<file path="config.mk">
export PLATFORM = sky130hd
export DESIGN_NAME = load_store_unit_flat
export DESIGN_NICKNAME = d
export VERILOG_FILES = /design/src/rtl/load_store_unit_if.sv /design/src/rtl/load_store_unit.sv /design/src/flat_wrapper.sv
export SDC_FILE = /design/constraint.sdc
export NUM_CORES = 1
export LEC_CHECK = 0
export BUFFER_PORTS_ARGS = -buffer_cell sky130_fd_sc_hd__buf_2
export CORE_MARGIN = 3
export CORE_UTILIZATION = 40
export CTS_CLUSTER_DIAMETER = 120
export DETAILED_ROUTE_END_ITERATION = 6
export GPL_ROUTABILITY_DRIVEN = 0
export PLACE_DENSITY = 0.67
export RECOVER_POWER = 100
export SLEW_MARGIN = 0
export SYNTH_ARGS = -nofsm -noshare
export SYNTH_HDL_FRONTEND = slang
export SYNTH_SLANG_ARGS = --single-unit
</file>
<file path="constraint.sdc">
create_clock -name clk -period 3.75 [get_ports clk]
set_clock_uncertainty 0.15 [all_clocks]
set_input_delay 0 -clock clk [delete_from_list [all_inputs] [get_ports clk]]
set_output_delay 0 -clock clk [all_outputs]
set_load 0.05 [all_outputs]
</file>
<file path="src/rtl/load_store_unit_if.sv">
// Data-memory port of the load/store unit.
//   req   : request, held high until ack
//   we    : 1 = write, 0 = read
//   addr  : word-aligned byte address
//   wdata : lane-steered store data
//   be    : byte enables (4'b1111 for reads)
//   ack   : completion; rdata is valid in the same cycle
//   rdata : read word
// master = load/store unit side, slave = memory side.
interface load_store_unit_if;
  logic        req;
  logic        we;
  logic [31:0] addr;
  logic [31:0] wdata;
  logic [3:0]  be;
  logic        ack;
  logic [31:0] rdata;

  modport master (output req, we, addr, wdata, be, input ack, rdata);
  modport slave  (input req, we, addr, wdata, be, output ack, rdata);
endinterface

</file>
<file path="src/rtl/load_store_unit.sv">
// Memory stage behind the execute ALU. Runs one load or store at a time
// over a req/ack data-memory port, steers store bytes into lanes, and
// extracts/extends load data. Misaligned, illegal-funct3 and timed-out
// accesses raise a one-cycle exception pulse instead.
// Ports:
//   clk, rst_n          clock (rising edge), async active-low reset
//   ex_valid/is_load/is_store/funct3/addr/wdata/rd  op from execute
//   flush               blocks acceptance, suppresses a pending load writeback
//   lsu_busy            access outstanding (upstream stalls)
//   dmem                data-memory port (master side)
//   wb_valid/wb_rd/wb_data   one-cycle load result
//   exc_valid/exc_cause      one-cycle exception (0 ld misalign, 1 st misalign,
//                            2 timeout, 3 illegal funct3)
module load_store_unit #(
  parameter int TIMEOUT_CYCLES = 16   // 0 disables the timeout
) (
  input  logic                    clk,
  input  logic                    rst_n,
  input  logic                    ex_valid,
  input  logic                    ex_is_load,
  input  logic                    ex_is_store,
  input  logic [2:0]              ex_funct3,
  input  logic [31:0]             ex_addr,
  input  logic [31:0]             ex_wdata,
  input  logic [4:0]              ex_rd,
  input  logic                    flush,
  output logic                    lsu_busy,
  load_store_unit_if.master       dmem,
  output logic                    wb_valid,
  output logic [4:0]              wb_rd,
  output logic [31:0]             wb_data,
  output logic                    exc_valid,
  output logic [1:0]              exc_cause
);

  typedef enum logic {IDLE, ACCESS} state_t;
  typedef enum logic [1:0] {
    CAUSE_LD_MISALIGN = 2'd0,
    CAUSE_ST_MISALIGN = 2'd1,
    CAUSE_TIMEOUT     = 2'd2,
    CAUSE_ILLEGAL     = 2'd3
  } cause_t;

  // Counter only has to reach TIMEOUT_CYCLES-1; the final miss aborts.
  localparam int CNT_W = (TIMEOUT_CYCLES > 1) ? $clog2(TIMEOUT_CYCLES) : 1;

  state_t      state_q, state_d;
  logic        we_q, we_d;
  logic [31:0] addr_q, addr_d;
  logic [31:0] wdata_q, wdata_d;
  logic [3:0]  be_q, be_d;
  logic [4:0]  rd_q, rd_d;
  logic [2:0]  f3_q, f3_d;
  logic [1:0]  off_q, off_d;
  logic [CNT_W-1:0] cnt_q, cnt_d;
  logic        flushed_q, flushed_d;
  logic        wb_valid_q, wb_valid_d;
  logic [4:0]  wb_rd_q, wb_rd_d;
  logic [31:0] wb_data_q, wb_data_d;
  logic        exc_valid_q, exc_valid_d;
  cause_t      exc_cause_q, exc_cause_d;

  // Decode of the op presented by execute.
  logic accept, illegal, misaligned, timeout_hit;
  logic [31:0] load_data;
  logic [7:0]  ld_byte;
  logic [15:0] ld_half;

  assign accept  = (state_q == IDLE) && ex_valid && !flush && (ex_is_load ^ ex_is_store);
  assign illegal = ex_is_load ? (ex_funct3 == 3'd3 || ex_funct3 == 3'd6 || ex_funct3 == 3'd7)
                              : (ex_funct3 >= 3'd3);
  // funct3[1:0] encodes size for both loads and stores (0 B, 1 H, 2 W).
  assign misaligned = (ex_funct3[1:0] == 2'd1 && ex_addr[0]) ||
                      (ex_funct3[1:0] == 2'd2 && ex_addr[1:0] != 2'd0);
  assign timeout_hit = (TIMEOUT_CYCLES != 0) && (cnt_q == CNT_W'(TIMEOUT_CYCLES - 1));

  always_comb begin
    ld_byte = dmem.rdata[8*off_q +: 8];
    ld_half = off_q[1] ? dmem.rdata[31:16] : dmem.rdata[15:0];
    case (f3_q)
      3'd0:    load_data = {{24{ld_byte[7]}}, ld_byte};
      3'd1:    load_data = {{16{ld_half[15]}}, ld_half};
      3'd4:    load_data = {24'd0, ld_byte};
      3'd5:    load_data = {16'd0, ld_half};
      default: load_data = dmem.rdata;
    endcase
  end

  // NOTE: every signal written here gets a default first, so no path leaves
  // one unassigned and no latch is inferred.
  always_comb begin
    state_d     = state_q;
    we_d        = we_q;
    addr_d      = addr_q;
    wdata_d     = wdata_q;
    be_d        = be_q;
    rd_d        = rd_q;
    f3_d        = f3_q;
    off_d       = off_q;
    cnt_d       = cnt_q;
    flushed_d   = flushed_q;
    wb_valid_d  = 1'b0;
    wb_rd_d     = wb_rd_q;
    wb_data_d   = wb_data_q;
    exc_valid_d = 1'b0;
    exc_cause_d = exc_cause_q;

    case (state_q)
      IDLE: begin
        if (accept) begin
          if (illegal) begin
            exc_valid_d = 1'b1;
            exc_cause_d = CAUSE_ILLEGAL;
          end else if (misaligned) begin
            exc_valid_d = 1'b1;
            exc_cause_d = ex_is_store ? CAUSE_ST_MISALIGN : CAUSE_LD_MISALIGN;
          end else begin
            state_d   = ACCESS;
            we_d      = ex_is_store;
            addr_d    = {ex_addr[31:2], 2'b00};
            rd_d      = ex_rd;
            f3_d      = ex_funct3;
            off_d     = ex_addr[1:0];
            cnt_d     = '0;
            flushed_d = 1'b0;
            if (ex_is_load) begin
              wdata_d = '0;
              be_d    = 4'b1111;
            end else begin
              case (ex_funct3[1:0])
                2'd0: begin
                  wdata_d = {4{ex_wdata[7:0]}};
                  be_d    = 4'b0001 << ex_addr[1:0];
                end
                2'd1: begin
                  wdata_d = {2{ex_wdata[15:0]}};
                  be_d    = ex_addr[1] ? 4'b1100 : 4'b0011;
                end
                default: begin
                  wdata_d = ex_wdata;
                  be_d    = 4'b1111;
                end
              endcase
            end
          end
        end
      end

      ACCESS: begin
        if (flush) flushed_d = 1'b1;
        // An ack on the timeout edge still completes the access normally.
        if (dmem.ack) begin
          state_d = IDLE;
          if (!we_q && !flushed_q && !flush) begin
            wb_valid_d = 1'b1;
            wb_rd_d    = rd_q;
            wb_data_d  = load_data;
          end
        end else if (timeout_hit) begin
          state_d     = IDLE;
          exc_valid_d = 1'b1;
          exc_cause_d = CAUSE_TIMEOUT;
        end else if (TIMEOUT_CYCLES != 0) begin
          cnt_d = cnt_q + 1'b1;
        end
      end

      default: state_d = IDLE;
    endcase
  end

  // NOTE: state registers use non-blocking assignments so every flop samples
  // the pre-edge values, independent of statement order.
  always_ff @(posedge clk or negedge rst_n) begin
    if (!rst_n) begin
      state_q     <= IDLE;
      we_q        <= 1'b0;
      addr_q      <= '0;
      wdata_q     <= '0;
      be_q        <= '0;
      rd_q        <= '0;
      f3_q        <= '0;
      off_q       <= '0;
      cnt_q       <= '0;
      flushed_q   <= 1'b0;
      wb_valid_q  <= 1'b0;
      wb_rd_q     <= '0;
      wb_data_q   <= '0;
      exc_valid_q <= 1'b0;
      exc_cause_q <= CAUSE_LD_MISALIGN;
    end else begin
      state_q     <= state_d;
      we_q        <= we_d;
      addr_q      <= addr_d;
      wdata_q     <= wdata_d;
      be_q        <= be_d;
      rd_q        <= rd_d;
      f3_q        <= f3_d;
      off_q       <= off_d;
      cnt_q       <= cnt_d;
      flushed_q   <= flushed_d;
      wb_valid_q  <= wb_valid_d;
      wb_rd_q     <= wb_rd_d;
      wb_data_q   <= wb_data_d;
      exc_valid_q <= exc_valid_d;
      exc_cause_q <= exc_cause_d;
    end
  end

  // req follows the state flop, so an async reset drops it immediately.
  assign lsu_busy   = (state_q == ACCESS);
  assign dmem.req   = (state_q == ACCESS);
  assign dmem.we    = we_q;
  assign dmem.addr  = addr_q;
  assign dmem.wdata = wdata_q;
  assign dmem.be    = be_q;
  assign wb_valid   = wb_valid_q;
  assign wb_rd      = wb_rd_q;
  assign wb_data    = wb_data_q;
  assign exc_valid  = exc_valid_q;
  assign exc_cause  = exc_cause_q;

endmodule

</file>
<file path="src/flat_wrapper.sv">
// flat-port wrapper written by rule: the top's interface ports become plain ports
module load_store_unit_flat 
#(
  parameter int TIMEOUT_CYCLES = 16                            
)
  (clk, rst_n, ex_valid, ex_is_load, ex_is_store, ex_funct3, ex_addr, ex_wdata, ex_rd, flush, lsu_busy, wb_valid, wb_rd, wb_data, exc_valid, exc_cause, dmem_req, dmem_we, dmem_addr, dmem_wdata, dmem_be, dmem_ack, dmem_rdata);
  load_store_unit_if dmem_i ();
  input  logic clk;
  input  logic rst_n;
  input  logic ex_valid;
  input  logic ex_is_load;
  input  logic ex_is_store;
  input  logic [2:0] ex_funct3;
  input  logic [31:0] ex_addr;
  input  logic [31:0] ex_wdata;
  input  logic [4:0] ex_rd;
  input  logic flush;
  output logic lsu_busy;
  output logic wb_valid;
  output logic [4:0] wb_rd;
  output logic [31:0] wb_data;
  output logic exc_valid;
  output logic [1:0] exc_cause;
  output wire logic [$bits(dmem_i.req)-1:0] dmem_req;
  output wire logic [$bits(dmem_i.we)-1:0] dmem_we;
  output wire logic [$bits(dmem_i.addr)-1:0] dmem_addr;
  output wire logic [$bits(dmem_i.wdata)-1:0] dmem_wdata;
  output wire logic [$bits(dmem_i.be)-1:0] dmem_be;
  input wire logic [$bits(dmem_i.ack)-1:0] dmem_ack;
  input wire logic [$bits(dmem_i.rdata)-1:0] dmem_rdata;
  assign dmem_req = dmem_i.req;
  assign dmem_we = dmem_i.we;
  assign dmem_addr = dmem_i.addr;
  assign dmem_wdata = dmem_i.wdata;
  assign dmem_be = dmem_i.be;
  assign dmem_i.ack = dmem_ack;
  assign dmem_i.rdata = dmem_rdata;
  load_store_unit #(.TIMEOUT_CYCLES(TIMEOUT_CYCLES)) u_core (.clk(clk), .rst_n(rst_n), .ex_valid(ex_valid), .ex_is_load(ex_is_load), .ex_is_store(ex_is_store), .ex_funct3(ex_funct3), .ex_addr(ex_addr), .ex_wdata(ex_wdata), .ex_rd(ex_rd), .flush(flush), .lsu_busy(lsu_busy), .dmem(dmem_i), .wb_valid(wb_valid), .wb_rd(wb_rd), .wb_data(wb_data), .exc_valid(exc_valid), .exc_cause(exc_cause));
endmodule
</file>
Yosys cells after proc, flatten, opt, wreduce, memory -nomap -nowiden:

Index checks and enable logic that the tools add are counted.
W data, S select, Z words.

* output and inout port bits: 112
* input port bits: 111
* register bits: 124

* reduce and logical (&&, ||, !) cells: 21
* order comparisons: 1
* eq/ne operators: 17
* shift operators: 2
* muxes and demuxes: 41
* add/sub/neg operators: 1
* bitwise gates (word level): 4

Operators with widths (count)
* $pmux W32 S4: 1
* $pmux W32 S2: 1
* $mux W32: 1
* $shiftx A32 B6 Y8: 1
* $mux W4: 7
* $mux W1: 19
* $mux W16: 1
* $pmux W4 S2: 2
* $eq A3 B3 Y1 const B: 4
* $ne A2 B2 Y1 const B: 6
* $reduce_and A4 Y1: 3
* $mux W2: 5
* $logic_and A1 B1 Y1: 7
* $pmux W1 S2: 3
* $reduce_and A5 Y1: 1
* $add A4 B1 Y4 const B: 1
* $eq A4 B4 Y1 const B: 1
* $pmux W2 S2: 1
* $shl A1 B2 Y4 const A: 1
* $eq A3 B1 Y1 const B: 1
* $eq A3 B2 Y1 const B: 1
* $ge A3 B2 Y1 const B: 1
* $logic_not A1 Y1: 3
* $logic_not A3 Y1: 1
* other kinds (10): 14

Logic depth before layout (Yosys ltp):

* depth in word-level cells: 7
* depth in mapped cells: 7
* gate-level depth less buffers: 5

Worst setup path before layout:

No wires, ideal clock.

* path type: flip-flop to flip-flop
* start: register u_core.state_q, in the netlist u_core.dmem.req
* end: register u_core.f3_q[0]
* setup time: 0.128 ns
* path slack: 1.699 ns
* buffers on the path: 2
* clock period less this slack: 2.051 ns
* data arrival time: 1.773 ns
* cell stages (with the launch flop): 6
* cells stage by stage: dfrtp_1 -> nor4b_4 -> nor2b_4 -> buf_8 -> buf_6 -> mux2_1

* cells in the longest elaborated chain, start to end: 5

Ends and longest elaborated chain
* start: declaration: line load_store_unit.sv:47 `state_t state_q, state_d;`
* start signal: assignment: line load_store_unit.sv:192 `state_q <= state_d;`
* $not A1 Y1 *: line load_store_unit.sv:69 `assign accept = (state_q == IDLE) && ex_valid && !flush && (ex_is_load ^ ex_is_store);`
* $logic_and A1 B1 Y1 (3 in a row): line load_store_unit.sv:69
* $reduce_and A4 Y1 (no line) *
* end signal: assignment: line load_store_unit.sv:182 `f3_q <= '0;`
* end signal: assignment: line load_store_unit.sv:198 `f3_q <= f3_d;`
* end: declaration: line load_store_unit.sv:53 `logic [2:0] f3_q, f3_d;`

Mark *: on every way between the ends. The rest lies on a longest branch, timed or not.
A chain may end at the register's enable or synchronous reset.

Worst setup path after layout:

* start: register u_core.f3_q[1]
* end: register u_core.wb_data_q[4], in the netlist u_core.wb_data[4]

* cells in the longest elaborated chain, start to end: 2
* elaborated cells on any way between the ends: 5

Ends and longest elaborated chain
* $eq A3 B3 Y1 (tied with other cells): line load_store_unit.sv:80 `case (f3_q)`
* $pmux W32 S4 *: line load_store_unit.sv:80
* end signal: assignment: line load_store_unit.sv:204 `wb_data_q <= wb_data_d;`
* end: declaration: line load_store_unit.sv:59 `logic [31:0] wb_data_q, wb_data_d;`

Marked as above.

==> run_results.csv <==
group,metric,value,unit
synthesis,synth_seq_area_share,52.79,%
clock_network,root_cell_of_the_clock_tree,"clkbuf_16",
synthesis,post_synth.cell_area_avg,10.97,sq um
synthesis,synth_top_flop_cell,"dfrtp_1",
route,final_antenna_net_count,0,
worst_setup_path,worstSetupPathType,"reg2reg",
floorplanning,die-width,127.2,microns
synthesis,synth_area_leader,"dfrtp_1",
route,route.detailed.vias_per_inst,5.231,
grt,grt_antenna_before_repair,0,
route,remaining_drc_errors,0,
floorplanning,top_level_ports,223,
power_and_ir_drop,ir_worst_vdd,0.4814,mV
timing,fmaxAchievable,325.5,MHz
synthesis,synth.cells.most_frequent,"dfrtp_1, mux2_1, nand2_1",
synthesis,netlist-cell-type-count,43,
finish,area_used_by_multi_input_combinational_logic,0.002496,sq mm
outcome,status,"finished with violations",
timing,relative_slew_slack,-20.80,%
grt,grt.total_usage,23.41,%
placement,number_of_buffers_inserted_by_port_buffering,220,
clock_network,setup_fix_bufs_post_cts,0,
timing,transition_time_of_the_tightest_slew_check_pin,1.812,ns
timing,holdWs,0.03280,ns
synthesis,post-synth-top-area-fraction,52.79,%
worst_setup_path,worstSetupStartpointType,"register",
placement,dp_hpwl,11790,microns
worst_setup_path,rr_endpoint,"u_core.wb_data[4]$_DFFE_PN0P_",
grt,globalRouteOverflowTotal,0,
clock_network,cts-root-to-sink-buffers,2,
clock_network,number_of_cts_inserted_buffers,17,
grt,grt_start_max_net_pins,73,
clock_network,clock_sink_count,124,
hold_path,worst_hold_startpoint,"ex_funct3[0]",
route,drt_wl_total,18570,microns
hold_path,whs_endpoint,"u_core.f3_q[0]$_DFFE_PN0P_",
route,drt-pass1-iter-count,4,
clock_network,clock_latency,0.41,ns
outcome,failed_checks,"capacitance limit, slew limit",
floorplanning,starting_density,41.54,%
route,detail_route.iter0.violations,266,
timing,final_hold_viol_count,0,
finish,number_of_nets_at_the_end_of_the_flow,976,
worst_setup_path,critPathMaxFanout,25,
power_and_ir_drop,power_density,713.3,mW/mm^2
clock_network,htree_levels,4,
worst_setup_path,worst_r2r_startpoint,"u_core.f3_q[1]$_DFFE_PN0P_",
clock_network,cts.reportedPaths.clkPinSlew,0.06,ns
timing,finalCritPeriodShare,81.92,%
finish,layout-area-overhead-vs-synth,48.89,%
grt,grt_first_pass_wirelength,30080,microns
synthesis,ys_ff_latch,124,
synthesis,number_of_standard_cells_after_synthesis,536,
worst_setup_path,setup.worst_path.end_class,"register",
timing,final_max_slew_viol_count,73,
floorplanning,die-area,0.01619,sq mm
hold_path,whs_path_depth,2,
synthesis,most_common_cell_in_the_synthesized_netlist,"dfrtp_1",
worst_setup_path,rrSetupSlack,0.68,ns
timing,rsz0062_at_grt,"no",
route,num_vias,5529,
worst_setup_path,critPathArrivalTime,3.22,ns
worst_setup_path,reg2regPathDepth,5,
finish,regArea,0.003103,sq mm
grt,first_global_vias,5801,
hold_path,min_path_type,"in2reg",
timing,setup_viol,0,
timing,post-route-min-period,3.072,ns
floorplanning,floorplan.die.height,127.2,microns
finish,layout-drive-gt1-share,18.70,%
timing,tns,0,ns
clock_network,cts_tree,"built",
floorplanning,core_region,0.01415,sq mm
finish,num_antenna_cells,0,
synthesis,synthTopCellsByArea,"dfrtp_1, mux2_1, nand2_1, nor2_1, a21oi_1",
power_and_ir_drop,leakagePower,4.046,nW
synthesis,syn_area,0.005878,sq mm
synthesis,count_of_flip_flops_with_a_built_in_enable_after_synthesis,0,
floorplanning,placement_rows,43,
finish,layout.filler_cells,1185,
synthesis,synth_async_sr_flop_share,100.0,%
run,drv_cap,1,
synthesis,synth-warning-count,0,
route,wl_per_cell,17.57,microns
worst_setup_path,timing.critical_path.required,3.90,ns
-- metal layers --
layer	wire [microns]	track usage [%]	vias to the layer above	part of all wire, %
met4	476	9.022	0	2.6
met2	9323	39.98	261	50
met3	1464	7.651	39	7.9
met1	7305	27.42	2699	39
met5	0	0	-	0
li1	-	-	2530	-
-- worst max-delay path: stages, from the launching register on --
cell           delay [ns]
dfrtp_1              0.91
inv_1                0.58
a311oi_1             0.43
dlygate4sd3_1        0.62
nor2_1               0.04
a22o_1               0.23
-- stage by stage --
step | area [sq um] | total power, mW | instances | setup WS [ns] | util, %
3_5_place_dp | 7058 | 4.391 | 903 | 1.049 | 49.88
5_1_grt | 8752 | 6.520 | 1057 | 0.3166 | 61.85
2_1_floorplan | 5882 | 3.736 | 537 | 1.699 | -
3_3_place_gp | 7058 | 4.340 | 903 | 1.179 | 49.88
4_1_cts | 8935 | 6.352 | 1057 | 0.8582 | 63.14
6_report | 8752 | 6.243 | 1057 | 0.6780 | 61.85
-- state kept, by name, indices dropped and copies added, names as in the netlist --
register and flops:
u_core.exc_valid 1, u_core.wb_valid 1, u_core.off_q 2, u_core.dmem.we 1, u_core.dmem.addr 30, u_core.wb_rd 5
u_core.exc_cause 2, u_core.dmem.wdata 32, u_core.flushed_q 1, u_core.wb_data 32, u_core.cnt_q 4, u_core.dmem.req 1
u_core.f3_q 3, u_core.dmem.be 4, u_core.rd_q 5
-- cell families after synthesis --
kind of cell    Yosys count  share of synthesized area (%)
flops                   124                          52.79
compound gates           92                          9.728
buf+inv                  47                          4.470
simple gates            166                          12.79
mux                     103                          19.65
other cells               1                        0.06380
fa+ha+maj                 1                         0.2128
xor+xnor                  2                         0.2981
-- cells in the final DEF, fill, tap and decap left out, types with 2 or more instances in the layout --
cell type and count:
a211oi_1 6, a21oi_1 32, a221oi_1 2, a22o_1 8, a311oi_1 7, buf_12 2, buf_2 109, bufinv_16 5
clkbuf_1 111, clkbuf_16 17, clkbuf_2 3, clkinv_2 2, clkinv_4 2, clkinvlp_4 2, conb_1 2, dfrtp_1 124
dlygate4sd3_1 122, inv_1 7, mux2_1 75, mux2_2 14, mux2i_1 13, nand2_1 64, nand2b_1 3, nand3_1 21
nor2_1 46, nor2b_1 13, nor3_1 12, o21ai_0 28, o21ai_1 2, o21bai_1 2, or3_1 2
-- power breakdown --
part,internal [mW],switching (mW)
Sequential,1.73,0.295
Clock,1.20,0.622
Combinational,0.584,1.81
-- worst max-delay path by stage --
stage / depth (start not counted) / slack (ns) / start / endpoint
5_1_grt: 3 / 0.32 / rst_n / u_core.dmem.wdata[27]$_DFFE_PN0P_
2_1_floorplan: 5 / 1.70 / u_core.dmem.req$_DFF_PN0_ / u_core.f3_q[0]$_DFFE_PN0P_
3_5_place_dp: 6 / 1.05 / ex_is_load / u_core.dmem.addr[23]$_DFFE_PN0P_
3_3_place_gp: 6 / 1.18 / ex_is_load / u_core.dmem.addr[10]$_DFFE_PN0P_
4_1_cts: 5 / 0.86 / u_core.f3_q[1]$_DFFE_PN0P_ / u_core.wb_data[0]$_DFFE_PN0P_
6_report: 5 / 0.68 / u_core.f3_q[1]$_DFFE_PN0P_ / u_core.wb_data[4]$_DFFE_PN0P_
-- area by class of cell --
cell class              count  area share [%]
flip-flops and latches    124           35.45
well taps                 180           2.573
multi-input cells         366           28.52
clock inverters            13           2.430
repair buffers            347           25.62
inverters                   8          0.3431
clock buffers              19           5.061
-- what timing repair did --
action | in CTS | in global routing
hold endpoints to repair | 187 | 0
hold buffers | 122 | 0
gates resized for setup | 0 | 0
Power figures use the tool's default switching activity.
